File: config.mk
export PLATFORM = sky130hd
export DESIGN_NAME = game_seq
export DESIGN_NICKNAME = d
export VERILOG_FILES = /design/src/rtl/game_seq.sv
export SDC_FILE = /design/constraint.sdc
export NUM_CORES = 1
export LEC_CHECK = 0
export ABC_AREA = 1
export CORE_UTILIZATION = 40
export CTS_CLUSTER_DIAMETER = 40
export CTS_CLUSTER_SIZE = 40
export DETAILED_ROUTE_END_ITERATION = 12
export DONT_BUFFER_PORTS = 1
export SLEW_MARGIN = 10
export SYNTH_ARGS = -nofsm -noshare
export SYNTH_HDL_FRONTEND = slang
export SYNTH_SLANG_ARGS = --single-unit
File: constraint.sdc
create_clock -name clk -period 5.2 [get_ports clk]
set_input_delay 0.78 -clock clk [delete_from_list [all_inputs] [get_ports clk]]
set_output_delay 0.78 -clock clk [all_outputs]
set_load 0.005 [all_outputs]
File: src/rtl/game_seq.sv
// game_seq: round sequencer for the Flappy-Bird datapath.
//
// Runs the round state machine, gates world motion, filters collisions
// through a start-of-round grace window, counts pipes passed and keeps
// the best score since reset.
//
// Ports
//   clk, rst_n         system clock, async active-low reset
//   frame_tick         one-cycle pulse per video frame
//   btn_flap           debounced flap button level (clk domain)
//   collision          registered hit flag from the collision detector
//   bird_x             bird left edge
//   pipe1_x, pipe2_x   pipe left edges
//   state              current state (IDLE=0, PLAYING=1, DYING=2, OVER=3)
//   run_en             enables bird physics and pipe scroll
//   world_rst          one-cycle reload pulse for bird/pipe blocks
//   flap_pulse         one-cycle flap command
//   score              pipes passed this round (saturating)
//   best_score         highest score since reset
//   game_over          high in OVER
//
// state   | meaning
// --------+---------------------------------------------------------
// IDLE    | title screen, world frozen, waiting for a press
// PLAYING | world running, flaps forwarded, collisions after grace
// DYING   | world frozen for DEATH_FRAMES frame ticks
// OVER    | game over shown, press returns to IDLE
module game_seq #(
    parameter int PIPE_W       = 80,
    parameter int GRACE_FRAMES = 8,
    parameter int DEATH_FRAMES = 45,
    parameter int SCORE_MAX    = 999
) (
    input  logic        clk,
    input  logic        rst_n,
    input  logic        frame_tick,
    input  logic        btn_flap,
    input  logic        collision,
    input  logic [11:0] bird_x,
    input  logic [11:0] pipe1_x,
    input  logic [11:0] pipe2_x,
    output logic [1:0]  state,
    output logic        run_en,
    output logic        world_rst,
    output logic        flap_pulse,
    output logic [9:0]  score,
    output logic [9:0]  best_score,
    output logic        game_over
);

    typedef enum logic [1:0] {
        S_IDLE    = 2'd0,
        S_PLAYING = 2'd1,
        S_DYING   = 2'd2,
        S_OVER    = 2'd3
    } state_t;

    state_t      st, st_nxt;
    logic        btn_q;
    logic        press;
    logic        prev1, prev2;
    logic        passed1, passed2;
    logic        rise1, rise2;
    logic [15:0] grace_cnt, grace_nxt;
    logic [15:0] death_cnt, death_nxt;
    logic [9:0]  score_nxt, best_nxt, score_sat;
    logic [10:0] score_sum;
    logic        run_en_nxt, world_rst_nxt, flap_nxt, game_over_nxt;

    assign state = st;
    assign press = btn_flap & ~btn_q;

    // 13-bit compare so pipe_x + PIPE_W cannot wrap past the bird.
    assign passed1 = ({1'b0, pipe1_x} + 13'(PIPE_W)) < {1'b0, bird_x};
    assign passed2 = ({1'b0, pipe2_x} + 13'(PIPE_W)) < {1'b0, bird_x};
    assign rise1   = passed1 & ~prev1;
    assign rise2   = passed2 & ~prev2;

    assign score_sum = {1'b0, score} + {10'd0, rise1} + {10'd0, rise2};
    assign score_sat = (score_sum > 11'(SCORE_MAX)) ? 10'(SCORE_MAX) : score_sum[9:0];

    always_ff @(posedge clk or negedge rst_n) begin
        if (!rst_n) st <= S_IDLE;
        else        st <= st_nxt;
    end

    always_comb begin
        st_nxt        = st;
        grace_nxt     = grace_cnt;
        death_nxt     = death_cnt;
        score_nxt     = score;
        best_nxt      = best_score;
        world_rst_nxt = 1'b0;
        flap_nxt      = 1'b0;
        case (st)
            S_IDLE: begin
                if (press) begin
                    st_nxt        = S_PLAYING;
                    world_rst_nxt = 1'b1;
                    score_nxt     = 10'd0;
                    grace_nxt     = 16'(GRACE_FRAMES);
                end
            end
            S_PLAYING: begin
                // Positions are being reloaded during world_rst; ignore pass edges.
                if (!world_rst) score_nxt = score_sat;
                if (frame_tick && grace_cnt != 16'd0) grace_nxt = grace_cnt - 16'd1;
                if (collision && grace_cnt == 16'd0) begin
                    st_nxt    = S_DYING;
                    death_nxt = 16'(DEATH_FRAMES);
                end else if (press) begin
                    flap_nxt = 1'b1;
                end
            end
            S_DYING: begin
                if (frame_tick) begin
                    if (death_cnt <= 16'd1) begin
                        st_nxt    = S_OVER;
                        death_nxt = 16'd0;
                        if (score > best_score) best_nxt = score;
                    end else begin
                        death_nxt = death_cnt - 16'd1;
                    end
                end
            end
            S_OVER: begin
                if (press) begin
                    st_nxt        = S_IDLE;
                    world_rst_nxt = 1'b1;
                end
            end
            default: st_nxt = S_IDLE;
        endcase
        run_en_nxt    = (st_nxt == S_PLAYING);
        game_over_nxt = (st_nxt == S_OVER);
    end

    always_ff @(posedge clk or negedge rst_n) begin
        if (!rst_n) begin
            btn_q      <= 1'b1;
            prev1      <= 1'b1;
            prev2      <= 1'b1;
            grace_cnt  <= 16'd0;
            death_cnt  <= 16'd0;
            score      <= 10'd0;
            best_score <= 10'd0;
            run_en     <= 1'b0;
            world_rst  <= 1'b0;
            flap_pulse <= 1'b0;
            game_over  <= 1'b0;
        end else begin
            btn_q      <= btn_flap;
            // Forcing prev high while reloading keeps a pipe that starts
            // left of the bird from scoring.
            prev1      <= world_rst ? 1'b1 : passed1;
            prev2      <= world_rst ? 1'b1 : passed2;
            grace_cnt  <= grace_nxt;
            death_cnt  <= death_nxt;
            score      <= score_nxt;
            best_score <= best_nxt;
            run_en     <= run_en_nxt;
            world_rst  <= world_rst_nxt;
            flap_pulse <= flap_nxt;
            game_over  <= game_over_nxt;
        end
    end

endmodule

==> reports/metrics.yaml <==
clk_path_buf_depth: 2
path_class: "input pin to flip-flop"
cts_hold_buf: 0
grt.overflow.total: 0
yosysTopAreaCellShare_pct: 31.40
clock-root-buffer: "clkbuf_16"
fin_area_um2: 5086
viasPerCell: 5.270
drv_cap: 0
p_leak_nw: 2.541
critical_path.startpoint_type: "input pin"
crit_required_ps: 5400
grt_antenna_before_repair: 0
antenna_cells: 0
layout_min_cycle_time_ps: 4065
drt-pass1-iter-count: 5
busiest_layer: "met2"
synth_top_flop_cell: "dfrtp_1"
area_delta_synth_final_pct: 10.04
use_met3_pct: 5.809
htree_levels: 3
rr_worst_depth: 8
worstHoldPathType: "input pin to async pin"
ff2ff_setup_slack_ps: 2380
crit_fanout: 7
path_common_cell: "nand2_1"
wl_um: 10880
met2_usage_pct: 33.29
synth_commonest_cells: "nand2_1, inv_1, nor2_1"
skew_ps: 6.824
cts_inserted_buffers: 9
power_density_nw_per_um2: 399.4
die_x_um: 109.5
arrival_ps: 4270
synth_top_cell_by_area: "dfrtp_1"
fp-row-count: 38
ys_seq_area_share_pct: 33.11
finalSetupTns_ps: 0
place_hpwl_um: 8216
core_area_um2: 11030
rsz0062_at_grt: "false"
cts_tree: "done"
n_fill_cell: 1093
wire_per_inst_um: 14.13
initialDrtViolationCount: 238
io_pins: 67
cp_num_buf_inv: 3
cts.repair.resized: 0
end_kind: "flip-flop"
synth_nets: 707
port_buffers: 0
postPlaceCellArea_um2: 4746
setup_viol: 0
fin_nets: 710
async_reset_ff_share_pct: 100.0
clkLatencyLatePin_ps: 330
first_global_vias: 3944
fin_crit_sh_pct: 78.17
maxSlewHeadroom_pct: 30.94
cts.reportedPaths.clkPinSlew_ps: 60
tightest_slew_ps: 1036
grt_max_degree: 62
grt_pass1_wl_um: 17940
start_util_pct: 41.90
syn_inst: 622
synth_edf_count: 0
timing.fmax_ghz: 0.2460
post-cts-setup-buffers: 0
grt_use_total_pct: 19.09
ys_ff_latch: 61
cp_top_family: "simple AND/OR/NAND/NOR gates"
gp_congestion: 0.9186
place_inst: 754
irDropWorstVdd_v: 0.0001704
ant_nets: 0
status: "finished, final reports clean"
drive_above_1_share_pct: 7.460
die_h_um: 109.5
r2r-end: "death_cnt[1]"
reg2reg_from: "grace_cnt[0]"
syn_area_per_cell_um2: 7.431
finalHoldViolations: 0
cts.sinks: 61
num_vias: 4058
final_cells: 770
ys_types: 41
slew_viol_final: 0
dp_slack_ps: 843.1
met1_usage_pct: 22.65
die_area_um2: 11990
drc_errors: 0
synth.area.top_cells: "dfrtp_1, nand2_1, ha_1"
synth_warnings: 0
yosysMostFrequentCell: "nand2_1"
setup_ws_ps: 1135
synth_area_um2: 4622
slowest_stage: "fa_1"
slowest_delay_ps: 450
## routing by layer
| layer | part of all wire, % | wire (um) | vias up |
|---|---|---|---|
| li1 | - | - | 2040 |
| met1 | 44 | 4789 | 1891 |
| met2 | 48 | 5207 | 111 |
| met3 | 7.1 | 776 | 16 |
| met4 | 0.96 | 104 | 0 |
| met5 | 0 | 0 | - |
## kinds of logic after synthesis
group | Yosys count | synth area share (%)
AND/OR/NAND/NOR | 316 | 30.29
buffers and inverters | 91 | 7.851
AO/OA/AOI/OAI | 77 | 10.42
flip-flops | 61 | 33.11
adder cells (fa/ha/maj) | 44 | 12.07
XOR/XNOR | 33 | 6.253
## final cells by class
cell class                      instances  area, um^2  share of cell area (%)
Multi-Input combinational cell        470        2729                   53.65
Tap cell                              140       175.2                   3.444
Sequential cell                        61        1530                   30.09
Inverter                               83       311.5                   6.125
Clock inverter                          6       111.4                   2.189
Clock buffer                           10       229.0                   4.502
## flip-flops by register name, summed over array words and instances (netlist names), 2 cells and up
register / count
death_cnt: 16
grace_cnt: 16
best_score: 10
score: 10
state: 2
## stage by stage
stage | utilization, % | total power [W] | hold slack, ps
5_1_grt | 46.11 | 0.002179 | 128.0
6_report | 46.11 | 0.002032 | 146.6
2_1_floorplan | - | 0.001191 | 474.0
3_3_place_gp | 43.02 | 0.001325 | 486.0
4_1_cts | 46.11 | 0.002040 | 135.6
3_5_place_dp | 43.02 | 0.001341 | 486.0
## power by group
part | total (W) | switching (W) | internal (W)
clock | 0.000690 | 0.000222 | 0.000468
combinational | 0.000728 | 0.000488 | 0.000240
sequential | 0.000614 | 0.0000699 | 0.000544
## worst max path at each step
stage / end / slack [ps] / cells after the start / from
2_1_floorplan: score[3] / 1350 / 25 / pipe2_x[4]
3_3_place_gp: score[4] / 960 / 25 / pipe2_x[4]
3_5_place_dp: score[4] / 840 / 25 / pipe2_x[4]
4_1_cts: score[4] / 1170 / 25 / pipe2_x[4]
5_1_grt: score[6] / 760 / 25 / pipe2_x[4]
6_report: score[4] / 1140 / 25 / pipe2_x[4]
## cells in the final DEF, fill, tap and decap left out, drive strengths merged, types with 2 or more instances in the layout
cell,count
a21o,2
nand2,163
xor2,22
nand3b,7
dfrtp,58
dfstp,3
o221ai,2
xnor2,11
inv,82
ha,43
o21ai,32
nor3,10
o22ai,2
nor2,73
o31ai,7
o211ai,4
bufinv,3
nand3,46
clkbuf,10
a22oi,3
clkinv,3
a21oi,20
nand4,15
## worst reg2reg max path, stage by stage (launching register included)
cell     delay [ps]
dfrtp_1         410
inv_1           150
ha_1            270
nand2_1         190
nor2_1          180
nand3_1         160
a21oi_1         830
nand2_1         320
o22ai_1         220
(Power assumes the default switching activity.)
